File: src/rtl/arb_pkg.sv
// Shared types and defaults for the round-robin arbiter.
package arb_pkg;

  typedef enum logic {ARB_IDLE, ARB_BUSY} arb_state_e;

  localparam int unsigned ARB_N_DEF        = 4;
  localparam int unsigned ARB_MAX_HOLD_DEF = 16;
  localparam int unsigned ARB_N_MAX        = 16;
  localparam int unsigned ARB_IDW_MAX      = 4;

  // Binary index of a one-hot vector (zero for an all-zero vector).
  function automatic logic [ARB_IDW_MAX-1:0] onehot2idx(input logic [ARB_N_MAX-1:0] oh);
    logic [ARB_IDW_MAX-1:0] idx;
    idx = '0;
    for (int i = 0; i < int'(ARB_N_MAX); i++) begin
      if (oh[i]) idx = idx | ARB_IDW_MAX'(i);
    end
    return idx;
  endfunction

endpackage

File: src/rtl/masked_prio_enc.sv
// Rotating-priority encoder: lowest set request at or above ptr, else wrap
// to the lowest set request below ptr.
module masked_prio_enc
  import arb_pkg::*;
#(
  parameter int unsigned N   = ARB_N_DEF,
  parameter int unsigned IDW = $clog2(N)
) (
  input  logic [N-1:0]   req,
  input  logic [IDW-1:0] ptr,
  output logic [N-1:0]   win,
  output logic [IDW-1:0] idx,
  output logic           any
);

  logic found;

  always_comb begin
    win   = '0;
    found = 1'b0;
    for (int i = 0; i < int'(N); i++) begin
      if (!found && req[i] && (i >= int'(ptr))) begin
        win[i] = 1'b1;
        found  = 1'b1;
      end
    end
    // Nothing at or above ptr: the first hit now is necessarily below ptr.
    for (int i = 0; i < int'(N); i++) begin
      if (!found && req[i]) begin
        win[i] = 1'b1;
        found  = 1'b1;
      end
    end
  end

  assign any = |req;
  assign idx = IDW'(onehot2idx(ARB_N_MAX'(win)));

endmodule

File: src/rtl/rr_arbiter.sv
// Round-robin arbiter with hold-until-release grants.
// Optional tenure limit enabled by defining ARB_HOLD_LIMIT_EN.
module rr_arbiter
  import arb_pkg::*;
#(
  parameter int unsigned N        = ARB_N_DEF,
  parameter int unsigned IDW      = $clog2(N),
  parameter int unsigned MAX_HOLD = ARB_MAX_HOLD_DEF
) (
  input  logic           clk,
  input  logic           reset_n,
  input  logic [N-1:0]   req,
  output logic [N-1:0]   gnt,
  output logic [IDW-1:0] gnt_id,
  output logic           gnt_valid,
  output logic           expired
);

  if (N < 2 || N > ARB_N_MAX || MAX_HOLD < 2) begin : g_bad_cfg
    $error("rr_arbiter: unsupported N or MAX_HOLD");
  end

  arb_state_e     state_q, state_d;
  logic [IDW-1:0] ptr_q, ptr_d;
  logic [N-1:0]   gnt_d;
  logic [IDW-1:0] gnt_id_d;
  logic           busy, rel, revoke, new_grant;
  logic [IDW-1:0] nxt_ptr;
  logic [N-1:0]   enc_req;
  logic [IDW-1:0] enc_ptr;
  logic [N-1:0]   enc_win;
  logic [IDW-1:0] enc_idx;
  logic           enc_any;

  assign busy    = (state_q == ARB_BUSY);
  assign rel     = busy && !req[gnt_id];
  assign nxt_ptr = (gnt_id == IDW'(N - 1)) ? '0 : gnt_id + IDW'(1);

  // In BUSY the encoder only matters for a handoff, which excludes the owner.
  assign enc_req = busy ? (req & ~gnt) : req;
  assign enc_ptr = busy ? nxt_ptr : ptr_q;

  masked_prio_enc #(.N(N), .IDW(IDW)) u_enc (
    .req (enc_req),
    .ptr (enc_ptr),
    .win (enc_win),
    .idx (enc_idx),
    .any (enc_any)
  );

  always_ff @(posedge clk or negedge reset_n) begin
    if (!reset_n) begin
      state_q   <= ARB_IDLE;
      ptr_q     <= '0;
      gnt       <= '0;
      gnt_id    <= '0;
      gnt_valid <= 1'b0;
    end else begin
      state_q   <= state_d;
      ptr_q     <= ptr_d;
      gnt       <= gnt_d;
      gnt_id    <= gnt_id_d;
      gnt_valid <= |gnt_d;
    end
  end

  always_comb begin
    state_d   = state_q;
    ptr_d     = ptr_q;
    gnt_d     = gnt;
    gnt_id_d  = gnt_id;
    new_grant = 1'b0;
    case (state_q)
      ARB_IDLE: begin
        if (enc_any) begin
          gnt_d     = enc_win;
          gnt_id_d  = enc_idx;
          state_d   = ARB_BUSY;
          new_grant = 1'b1;
        end
      end
      ARB_BUSY: begin
        if (rel || revoke) begin
          ptr_d = nxt_ptr;
          if (enc_any) begin
            gnt_d     = enc_win;
            gnt_id_d  = enc_idx;
            new_grant = 1'b1;
          end else begin
            gnt_d    = '0;
            gnt_id_d = '0;
            state_d  = ARB_IDLE;
          end
        end
      end
      default: begin
        gnt_d    = '0;
        gnt_id_d = '0;
        state_d  = ARB_IDLE;
      end
    endcase
  end

`ifdef ARB_HOLD_LIMIT_EN
  localparam int unsigned CW = $clog2(MAX_HOLD);

  logic [CW-1:0] hold_cnt;

  // A genuine release on the last counted cycle wins over revocation.
  assign revoke = busy && req[gnt_id] && (hold_cnt == CW'(MAX_HOLD - 1));

  always_ff @(posedge clk or negedge reset_n) begin
    if (!reset_n) begin
      hold_cnt <= '0;
      expired  <= 1'b0;
    end else begin
      expired <= revoke;
      if (new_grant)   hold_cnt <= '0;
      else if (busy)   hold_cnt <= hold_cnt + CW'(1);
    end
  end
`else
  assign revoke  = 1'b0;
  assign expired = 1'b0;
`endif

endmodule

File: config.mk
export PLATFORM = sky130hd
export DESIGN_NAME = rr_arbiter
export DESIGN_NICKNAME = d
export VERILOG_FILES = /design/src/rtl/arb_pkg.sv /design/src/rtl/masked_prio_enc.sv /design/src/rtl/rr_arbiter.sv
export SDC_FILE = /design/constraint.sdc
export NUM_CORES = 1
export LEC_CHECK = 0
export ABC_AREA = 1
export BUFFER_PORTS_ARGS = -buffer_cell sky130_fd_sc_hd__buf_2
export CORE_ASPECT_RATIO = 0.8
export CORE_MARGIN = 3
export CORE_UTILIZATION = 31
export CTS_BUF_LIST = sky130_fd_sc_hd__clkbuf_2 sky130_fd_sc_hd__clkbuf_4 sky130_fd_sc_hd__clkbuf_8
export DETAILED_ROUTE_END_ITERATION = 10
export SETUP_SLACK_MARGIN = 0.4
export SYNTH_ARGS = -nofsm -noshare
export SYNTH_HDL_FRONTEND = slang
export SYNTH_HIERARCHICAL = 1
export SYNTH_SLANG_ARGS = --single-unit
File: constraint.sdc
create_clock -name clk -period 4 [get_ports clk]
set_input_delay 0.6 -clock clk [delete_from_list [all_inputs] [get_ports clk]]
set_output_delay 0.6 -clock clk [all_outputs]
set_load 0.1 [all_outputs]
Word level (Yosys, flattened, before mapping)
Index checks and enable logic that the tools add are counted.
Storage, ports and cells
  memory bits (read-only): 0
  memories: 0
  input port bits: 6
  output and inout port bits: 8
  RAM bits: 0
  latch bits: 0
  word-level logic and storage cells: 72
  register bits: 10
Operators by class
  multipliers: 0
  reduce and logical (&&, ||, !) cells: 23
  shift operators: 0
  add/sub/neg operators: 1
  order comparisons: 4
  div/mod/pow operators: 0
  bitwise logic cells: 3
  muxes and demuxes: 33
  eq/ne operators: 3
Operators by type and width (number)
  two-way mux 1 bit: 18
  two-way mux 4 bit: 4
  two-way mux 2 bit: 7
  logical AND 1 bit: 11
  zero test 1 bit: 8
  case mux 4 bit (2 select lines): 1
  OR reduction 4 bit: 2
  AND 4 bit: 1
  greater-or-equal comparator 1 x 2 -> 1 bit, first input constant: 2
  NOT 4 bit: 1
  case mux 2 bit (2 select lines): 1
  AND reduction 2 bit: 2
  < comparator 2 x 3 -> 1 bit, second input constant: 1
  adder 2 x 1 -> 2 bit, second input constant: 1
  binary-select mux 1 bit (select 2 bit): 1
  equality test 2 bit, second input constant: 1
  greater-or-equal comparator 2 bit, first input constant: 1
  inequality test 2 x 1 -> 1 bit, second input constant: 1
  inequality test 2 bit, second input constant: 1
  case mux 1 bit (2 select lines): 1
  NOT 1 bit: 1

Longest topological paths before layout
Gate-level depths: netlist (run 1).
  depth in word-level cells: 33
  mapped depth: 15
  depth with buffers taken out: 15

By module
Netlist (run 1), hierarchy kept.
Modules (own cells, without submodules)
  rr_arbiter: instances 1, sequential area each 250.2 sq um, cells each 80, area an instance 656.9 sq um
  masked_prio_enc: instances 1, sequential area each 0.0 sq um, cells each 27, area an instance 121.4 sq um

Worst setup path before layout (run 1)
OpenSTA, ideal clock, no wires.
  kind: flip-flop to flip-flop
  from: register gnt_id[0]
  to: register gnt_valid
  data required time: 3.881 ns
  clock period less this slack: 2.504 ns
  setup time: 0.119 ns
  path buffers: 0
  setup slack: 1.496 ns
  stages on the path, launching flop included: 16
  data arrival time: 2.385 ns
  cell sequence: dfrtp_1 > ha_1 > inv_1 > o21ai_0 > nor2_1 > nand2_2 > nand3_2 > nor2_2 > nand3_1 > nand2_1 > nand2_1 > nand2_1 > nand2_1 > nand3_2 > nor2_1 > nand2_1
On the way
  elaborated cells on any way between the ends: 47
  classes of those cells: 1 x add/sub; 3 x order compare; 1 x eq/ne; 22 x mux; 20 x reduce/logical
RTL lines
  from (decl): line rr_arbiter.sv:14  | output logic [IDW-1:0] gnt_id,
  from (signal assigned): line rr_arbiter.sv:62  | gnt_id <= gnt_id_d;
  adder 2 x 1 -> 2 bit / equality test 2 bit (equally long branches): line rr_arbiter.sv:37  | assign nxt_ptr = (gnt_id == IDW'(N - 1)) ? '0 : gnt_id + IDW'(1);
  two-way mux 2 bit (*): line rr_arbiter.sv:37
  net nxt_ptr[1]: line rr_arbiter.sv:28  | logic [IDW-1:0] nxt_ptr;
  two-way mux 2 bit (*): line rr_arbiter.sv:41  | assign enc_ptr = busy ? nxt_ptr : ptr_q;
  net enc_ptr[1]: line rr_arbiter.sv:30  | logic [IDW-1:0] enc_ptr;
  greater-or-equal comparator 1 x 2 -> 1 bit: line masked_prio_enc.sv:22  | if (!found && req[i] && (i >= int'(ptr))) begin
  logical AND 1 bit: line masked_prio_enc.sv:22
  two-way mux 1 bit: line masked_prio_enc.sv:22
  [... 18 more ...]
  logical AND 1 bit: line masked_prio_enc.sv:29  | if (!found && req[i]) begin
  two-way mux 1 bit (*): line masked_prio_enc.sv:29
  net enc_win[2]: line rr_arbiter.sv:31  | logic [N-1:0] enc_win;
  two-way mux 4 bit: line rr_arbiter.sv:85  | if (enc_any) begin
  two-way mux 4 bit: line rr_arbiter.sv:83  | if (rel || revoke) begin
  case mux 4 bit (2 select lines) (*): line rr_arbiter.sv:73  | case (state_q)
  net gnt_d[2]: line rr_arbiter.sv:25  | logic [N-1:0] gnt_d;
  OR reduction 4 bit (*): line rr_arbiter.sv:63  | gnt_valid <= |gnt_d;
  to (signal assigned): line rr_arbiter.sv:63
  to (decl): line rr_arbiter.sv:15  | output logic gnt_valid,
The timed path passes the listed nets; every way through them passes the cells marked *. The select of a mux whose other input is x is not followed.
A chain may end at the register's enable or synchronous reset.

Worst setup path after layout (run 1)
  from: register state_q, in the netlist busy
  to: register gnt_valid
On the way
  elaborated cells on any way between the ends: 44
  classes of those cells: 3 x order compare; 20 x mux; 1 x bitwise; 20 x reduce/logical
RTL lines
  from (decl): line rr_arbiter.sv:23  | arb_state_e state_q, state_d;
  from (signal assigned): line rr_arbiter.sv:59  | state_q <= state_d;
  two-way mux 2 bit (*): line rr_arbiter.sv:41
  net enc_ptr[1]: line rr_arbiter.sv:30
  greater-or-equal comparator 1 x 2 -> 1 bit: line masked_prio_enc.sv:22
  logical AND 1 bit: line masked_prio_enc.sv:22
  two-way mux 1 bit: line masked_prio_enc.sv:22
  zero test 1 bit: line masked_prio_enc.sv:22
  logical AND 1 bit (2 in series): line masked_prio_enc.sv:22
  two-way mux 1 bit: line masked_prio_enc.sv:22
  [... 11 more ...]
  logical AND 1 bit: line masked_prio_enc.sv:29
  two-way mux 1 bit (*): line masked_prio_enc.sv:29
  net enc_win[1]: line rr_arbiter.sv:31
  two-way mux 4 bit: line rr_arbiter.sv:85
  two-way mux 4 bit: line rr_arbiter.sv:83
  case mux 4 bit (2 select lines) (*): line rr_arbiter.sv:73
  net gnt_d[1]: line rr_arbiter.sv:25
  OR reduction 4 bit (*): line rr_arbiter.sv:63
The timed path passes the listed nets; every way through them passes the cells marked *.

==> results of run 1 <==
-- critical path, cell delays in order (launching register included) --
cell      delay, ns
dfrtp_1        0.71
inv_2          0.18
o21ai_0        0.39
inv_1          0.11
nand2_1        0.12
nand3_2        0.10
nor2_2         0.13
nand3_1        0.10
nand2_1        0.09
nand2_1        0.07
nand3b_1       0.18
nand3_2        0.10
nor2_1         0.05
nand2_1        0.04
-- synth_stat cells (all sizes together) --
master / instances / share of area
o31ai: 1 / 0.0096
nand4: 4 / 0.032
o21ai: 5 / 0.032
conb: 1 / 0.0048
buf: 2 / 0.016
inv: 14 / 0.068
ha: 1 / 0.016
nor2: 7 / 0.037
a21boi: 4 / 0.039
nand3: 17 / 0.19
dfrtp: 10 / 0.32
o22ai: 2 / 0.016
nand2: 38 / 0.21
nand3b: 1 / 0.0096
-- path summary, 6_finish.rpt --
path | to | startpoint | slack [ns]
min | gnt[3] | reset_n | 0.18
max reg2reg | gnt_valid | busy | 1.56
max in group asynchronous | gnt[2] | reset_n | 3.63
min in group clk | ptr_q[0] | ptr_q[0] | 0.49
max | gnt_valid | busy | 1.56
min reg2reg | ptr_q[0] | ptr_q[0] | 0.49
-- placed cells by master (no fill, tap or decap), drive strengths merged --
| master | Yosys | routed |
|---|---|---|
| a21boi | 4 | 4 |
| buf | 2 | 12 |
| clkbuf | 0 | 4 |
| conb | 1 | 1 |
| dfrtp | 10 | 10 |
| ha | 1 | 1 |
| inv | 14 | 14 |
| nand2 | 38 | 38 |
| nand3 | 17 | 17 |
| nand3b | 1 | 1 |
| nand4 | 4 | 4 |
| nor2 | 7 | 7 |
| o21ai | 5 | 5 |
| o22ai | 2 | 2 |
| o31ai | 1 | 1 |
-- cells by family (layout without fill, tap and decap cells) --
| family | count (synthesis) | after routing | share of synthesized area |
|---|---|---|---|
| simple gates | 67 | 67 | 0.477 |
| buf+inv | 16 | 30 | 0.0836 |
| compound gates | 12 | 12 | 0.0965 |
| flops | 10 | 10 | 0.322 |
| fa+ha+maj | 1 | 1 | 0.0161 |
| other cells | 1 | 1 | 0.00482 |
-- final cells by class --
class | instances | area share
multi-input combinational | 81 | 0.512
sequential | 10 | 0.277
timing repair buffer | 12 | 0.0664
inverter | 14 | 0.0581
tap | 34 | 0.0470
clock buffer | 4 | 0.0401
-- sequential cells by signal, indices dropped and copies added, names as in the netlist --
name / flops
gnt_id: 2
busy: 1
ptr_q: 2
gnt_valid: 1
gnt: 4
-- through the flow --
step	setup WS, ns	hold WS (ns)	cells	util
2_1_floorplan	1.50	0.304	107	-
3_3_place_gp	1.64	0.469	151	0.382
3_5_place_dp	1.63	0.472	151	0.382
4_1_cts	1.59	0.180	155	0.398
5_1_grt	1.33	0.183	155	0.398
6_report	1.56	0.182	155	0.398
-- per-layer routing --
layer | part of all wire | vias up
met5 | 0 | -
met4 | 0 | 0
met3 | 0.056 | 0
met2 | 0.43 | 17
met1 | 0.51 | 331
li1 | - | 378
==> flow_summary.yaml, run 1 <==
floorplanning:
  die_w_microns: 62.0
  ios: 14
  die_h_microns: 50.8
  start_util: 0.343
  core_sq_mm: 0.00227
  dieArea_sq_mm: 0.00315
  rows: 15
sta:
  fin_skew_ns: 0.00170
  final.period_utilization: 0.610
  setup_viol: 0
  worstMarginPinSlew_ns: 0.573
  slew_headroom: 0.618
  clock.fmax_mhz: 410
  hold_viol: 0
  post-route-min-period_ns: 2.44
  rsz0062_at_grt: "no"
  final.setup.tns_ns: 0
  drv_slew: 0
drt:
  detail-route-antenna-nets: 0
  num_vias: 726
  finalWirelength_mm: 1.77
  drc: 0
  drt_iter0_drc: 36
  post_drt_via_cell_ratio: 4.68
  wire_per_inst_microns: 11.4
  drtPass1Iterations: 4
setup_path:
  worstPathArrival_ns: 2.65
  cp-start-kind: "register"
  cp-end-kind: "register"
  critPathMaxFanout: 15
  cp.required_ns: 4.21
  rr_worst_depth: 13
  crit_type: "register to register"
cells_and_area:
  area_growth_pct: 16.2
  regArea_sq_um: 250
  n_antenna_cell: 0
  final_area_sq_um: 905
  nFillCells: 239
  multi_input_comb_area_sq_um: 463
  nets: 129
  drive_above_1_share: 0.273
min_path:
  hp-class: "input port to async pin"
logic_synthesis:
  syn-instance-count: 107
  synth_seq_cells: 10
  ys.warnings.count: 6
  syn_avg_cell_area_sq_um: 7.27
  synth.cell_area_sq_um: 778
  syn_nets: 114
  synth_cell_types: 22
  seq_area_frac_synth: 0.322
global_routing:
  gr-total-overflow: 0
  busiest_layer: "met1"
  first_global_vias: 667
  use_met3: 0.0530
  grt_util_met1: 0.187
  grt_use_total: 0.126
  antenna_found_initial: 0
  global_route.usage.met2: 0.176
  grt_pass1_wl_mm: 2.99
  grt_max_degree: 16
cts:
  cts.sinks: 10
  ctsRootBufferMaster: "clkbuf_4"
  cts_buffers: 3
  cts_buffer_depth: 2
  clk_latency_ns: 0.27
  clk_pin_slew_ns: 0.07
  cts_tree: "built"
  htree_levels: 1
  cts_resized: 0
  cts_setup_buffers: 0
  postCtsHoldBufs: 0
run:
  drv_cap: 0
placement:
  place_hpwl_mm: 1.43
  dpl_cell_area_sq_um: 868
  numPortBuffers: 12
  gp_congestion: 0.848
status:
  status: "completed"
Power of run 1 is left out: the tool's default activity adds up to more than one toggle a clock period on the data nets, which glitch-free logic cannot reach.
==> run 2: changes to the inputs <==
- clock period: 4 -> 2.2 ns (I/O delays scaled with it)
==> flow_summary.yaml, run 2 (synthesis gave the netlist of run 1 again) <==
cts:
  cts_tree: "built"
  htree_levels: 1
  cts_buffers: 3
  clk_pin_slew_ns: 0.07
  cts_buffer_depth: 2
  cts.sinks: 10
  clk_latency_ns: 0.27
  ctsRootBufferMaster: "clkbuf_4"
sta:
  final.period_utilization: 0.898
  hold_viol: 0
  fin_skew_ns: 0.00872
  post-route-min-period_ns: 1.98
  setup_viol: 0
  clock.fmax_mhz: 506
  timing.final.ws_setup_ns: 0.225
  drv_slew: 0
  rsz0062_at_grt: "yes"
  final.setup.tns_ns: 0
global_routing:
  first_global_vias: 791
  grt_use_total: 0.152
  grt_pass1_wl_mm: 3.54
  gr-total-overflow: 0
  antenna_found_initial: 0
  grt_max_degree: 11
drt:
  detail-route-antenna-nets: 0
  wire_per_inst_microns: 12.3
  drt_iter0_drc: 42
  post_drt_via_cell_ratio: 4.81
  num_vias: 784
  drc: 0
  drtPass1Iterations: 4
  finalWirelength_mm: 2.00
cells_and_area:
  layout_common_cells: "27 x nand2_1, 12 x buf_2, 10 x nand3_2"
  largest_register: "gnt"
  area_growth_pct: 37.0
  top_regs: "gnt (4), gnt_id (2), ptr_q (2)"
  nets: 137
  nFillCells: 238
  final_area_sq_mm: 0.00107
  drive_above_1_share: 0.504
  final_common_cell: "nand2_1"
  final_util: 0.469
  largest_reg_flops: 4
  n_antenna_cell: 0
setup_path:
  critPathMaxFanout: 3
  critPathMostFrequentCell: "nand2_1"
  cp-end-kind: "register"
  worstPathArrival_ns: 2.19
  path_cells: "ha_4 > inv_4 > o21ai_4 > nand2_1 > nand2_2 > nand3_4 > nor2_4 > nand3_2 > nand2_1 > nand2_1 > nand3b_1 > nand3_2 > nor2_1 > nand2_1"
  cp.required_ns: 2.41
  crit_type: "register to register"
  crit_slowest_cell: "dfrtp_4"
  cp-start-kind: "register"
  max_stage_delay_ns: 0.49
placement:
  numPortBuffers: 12
  gp_congestion: 0.774
  dpl_cell_area_sq_um: 925
  post-place-ws_ns: 0.167
  place_hpwl_mm: 1.50
floorplanning:
  die_w_microns: 62.0
  die_h_microns: 50.8
  dieArea_sq_mm: 0.00315
  ios: 14
  core_sq_mm: 0.00227
  rows: 15
  start_util: 0.343
min_path:
  hp-class: "input port to async pin"
status:
  status: "completed"
run:
  drv_cap: 0
## run 2: changes by cell type in the layout (fill, tap and decap cells not counted), sizes merged
cell / delta
dlygate4sd3: +1
buf: +7
## run 2: what timing repair did
item / 4_1_cts / 5_1_grt
cloned: 0 / 0
gates resized for setup: 9 / 14
hold endpoints to repair: 10 / 0
endpoints found under the setup margin: 7 / 7
pin swaps: 2 / 7
setup buffers: 3 / 1
hold buffers: 1 / 0
## run 2: critical path: cells and delay by family (launching register included)
kind            cells  cell delay [ns]
simple gates       11             0.96
flops               1             0.49
fa+ha+maj           1             0.28
compound gates      1             0.15
buf+inv             1             0.03
## run 2: layout make-up
type                    count  area [sq um]  area share
multi-input cells          81           549       0.515
flip-flops and latches     10           264       0.248
repair buffers             20           123       0.115
inverters                  14          57.6      0.0540
well taps                  34          42.5      0.0399
clock buffers               4          30.0      0.0282
## run 2: through the flow
stage | hold WS, ns | instances
3_5_place_dp | 0.203 | 154
6_report | 0.441 | 163
3_3_place_gp | 0.202 | 154
5_1_grt | 0.479 | 163
2_1_floorplan | 0.0344 | 107
4_1_cts | 0.436 | 162
## run 2: layer usage
layer  wire [microns]  GRT usage
met1              915      0.197
met2              977      0.231
met3              100     0.0606
met4               10     0.0424
met5                0          0
## run 2: worst paths after layout
path                                 from         to  slack, ns  depth (start not counted)
worst max register to register  gnt_id[0]  gnt_valid       0.22                         14
worst min register to register   ptr_q[1]   ptr_q[1]       0.49                          2
max in group asynchronous         reset_n  gnt_id[1]       1.53                          2
worst min-delay path              reset_n     gnt[0]       0.44                          2
min in group clk                 ptr_q[1]   ptr_q[1]       0.49                          2
worst max-delay path            gnt_id[0]  gnt_valid       0.22                         14
Power of run 2 is left out for the same reason.
==> run 3: changes to the inputs <==
--- a/config.mk
+++ b/config.mk
@@ -13,4 +13,5 @@
 export CTS_BUF_LIST = sky130_fd_sc_hd__clkbuf_2 sky130_fd_sc_hd__clkbuf_4 sky130_fd_sc_hd__clkbuf_8
 export DETAILED_ROUTE_END_ITERATION = 10
+export REMOVE_ABC_BUFFERS = 1
 export SETUP_SLACK_MARGIN = 0.4
 export SYNTH_ARGS = -nofsm -noshare
==> constraint.sdc (replaced) <==
create_clock -name clk -period 2.2 [get_ports clk]
set_input_delay 0.44 -clock clk [delete_from_list [all_inputs] [get_ports clk]]
set_output_delay 0.44 -clock clk [all_outputs]
set_load 0.1 [all_outputs]
==> flow_summary.yaml, run 3 (synthesis gave the netlist of run 1 again) <==
status:
  status: "completed"
cts:
  htree_levels: 1
  ctsRootBufferMaster: "clkbuf_4"
  clk_latency_ns: 0.27
  clk_pin_slew_ns: 0.06
  cts.sinks: 10
  cts_tree: "built"
  postCtsHoldBufs: 0
  cts_buffers: 3
  cts_buffer_depth: 2
global_routing:
  grt_pass1_wl_mm: 2.99
  first_global_vias: 675
  gr-total-overflow: 0
  grt_use_total: 0.129
  antenna_found_initial: 0
  grt_max_degree: 14
drt:
  wire_per_inst_microns: 12.2
  drt_iter0_drc: 24
  finalWirelength_mm: 2.00
  detail-route-antenna-nets: 0
  drc: 0
  num_vias: 799
  drtPass1Iterations: 4
  post_drt_via_cell_ratio: 4.87
min_path:
  hp-class: "input port to async pin"
setup_path:
  path_cells: "ha_1 > inv_2 > o21ai_4 > nand2_2 > nand2_2 > nand3_4 > nor2_4 > nand3_2 > nand2_1 > nand2_1 > nand3b_1 > nand3_2 > nor2_2 > nand2_1"
  critPathMaxFanout: 3
  crit_family: "simple AND/OR/NAND/NOR gates"
  cp.required_ns: 2.41
  critPathMostFrequentCell: "nand2_1"
  crit_slowest_cell: "dfrtp_1"
  cp-end-kind: "register"
  reg2reg_slack_ns: 0.30
  r2r_end: "gnt_valid"
  worstPathArrival_ns: 2.11
  cp-start-kind: "register"
  r2r_start: "gnt_id[0]"
  rr_worst_depth: 14
  crit_type: "register to register"
  crit_buf_inv: 1
  max_stage_delay_ns: 0.38
placement:
  numPortBuffers: 12
  place_hpwl_mm: 1.43
  gp_congestion: 0.823
cells_and_area:
  largest_register: "gnt"
  largest_reg_flops: 4
  drive_above_1_share: 0.477
  top_regs: "gnt (4), gnt_id (2), ptr_q (2)"
  layout_common_cells: "25 x nand2_1, 12 x buf_2, 11 x nand2_2"
  final_common_cell: "nand2_1"
  area_growth_pct: 34.9
  n_antenna_cell: 0
  nets: 139
floorplanning:
  die_w_microns: 62.0
  start_util: 0.343
  die_h_microns: 50.8
  core_sq_mm: 0.00227
  ios: 14
  dieArea_sq_mm: 0.00315
  rows: 15
sta:
  final.period_utilization: 0.864
  clock.fmax_mhz: 526
  hold_viol: 0
  rsz0062_at_grt: "yes"
  drv_slew: 0
  fin_skew_ns: 0.00135
  post-route-min-period_ns: 1.90
  fin_hold_ws_ns: 0.0211
  setup_viol: 0
run:
  drv_cap: 0
run 3: cell types whose count changed in the layout (fill, tap and decap cells not counted), moves of 2 or more:
| cell | change |
|---|---|
| nor2_1 | -2 |
| nand2_2 | +2 |
| nand2_1 | -2 |
| a21boi_2 | +2 |
| dfrtp_4 | -2 |
| dfrtp_1 | +7 |
| nor2_2 | +2 |
| buf_4 | +2 |
| dfrtp_2 | -5 |
| inv_4 | -2 |
run 3: worst reg2reg max path: stages (launching register included):
cell and delay (ns):
dfrtp_1 0.38, ha_1 0.29, inv_2 0.05, o21ai_4 0.15, nand2_2 0.07, nand2_2 0.09, nand3_4 0.09, nor2_4 0.13
nand3_2 0.10, nand2_1 0.08, nand2_1 0.08, nand3b_1 0.17, nand3_2 0.08, nor2_2 0.04, nand2_1 0.04
run 3: metal layers:
layer  vias up  GRT usage  share of wire
met5         -          0              0
met4         0     0.0389          0.021
met3         7     0.0631          0.058
met2        21      0.183           0.48
met1       377      0.171           0.44
li1        394          -              -
run 3: per-stage QoR:
stage	instance area (sq um)	TNS (ns)	instances	utilization	worst slack, ns
5_1_grt	1050	0	164	0.462	0.156
4_1_cts	955	0	161	0.420	0.289
3_5_place_dp	913	0	157	0.402	0.155
3_3_place_gp	913	0	157	0.402	0.139
2_1_floorplan	766	-1.29	105	-	-0.305
6_report	1050	0	164	0.462	0.300
run 3: repair_timing:
item,CTS,global route
pin swaps,2,6
setup buffers,1,3
setup endpoints to repair,7,7
gates resized for setup,7,22
run 3: worst max path at each step:
stage,start,to,slack (ns),cells past startpoint
final,gnt_id[0],gnt_valid,0.30,14
after detailed placement,gnt_id[0],gnt_valid,0.16,14
after floorplan,gnt_id[0],gnt_valid,-0.31,15
after CTS,gnt_id[0],gnt_valid,0.29,15
after global placement,busy,gnt_valid,0.14,13
after global routing,gnt_id[0],gnt_valid,0.16,14
run 3: cell type report:
class | count | area (sq um)
Fill cell | 221 | 1220
Multi-Input combinational cell | 81 | 543
Sequential cell | 10 | 250
Timing Repair Buffer | 22 | 139
Inverter | 14 | 52.6
Tap cell | 34 | 42.5
Clock buffer | 3 | 22.5
Power of run 3 is left out for the same reason.
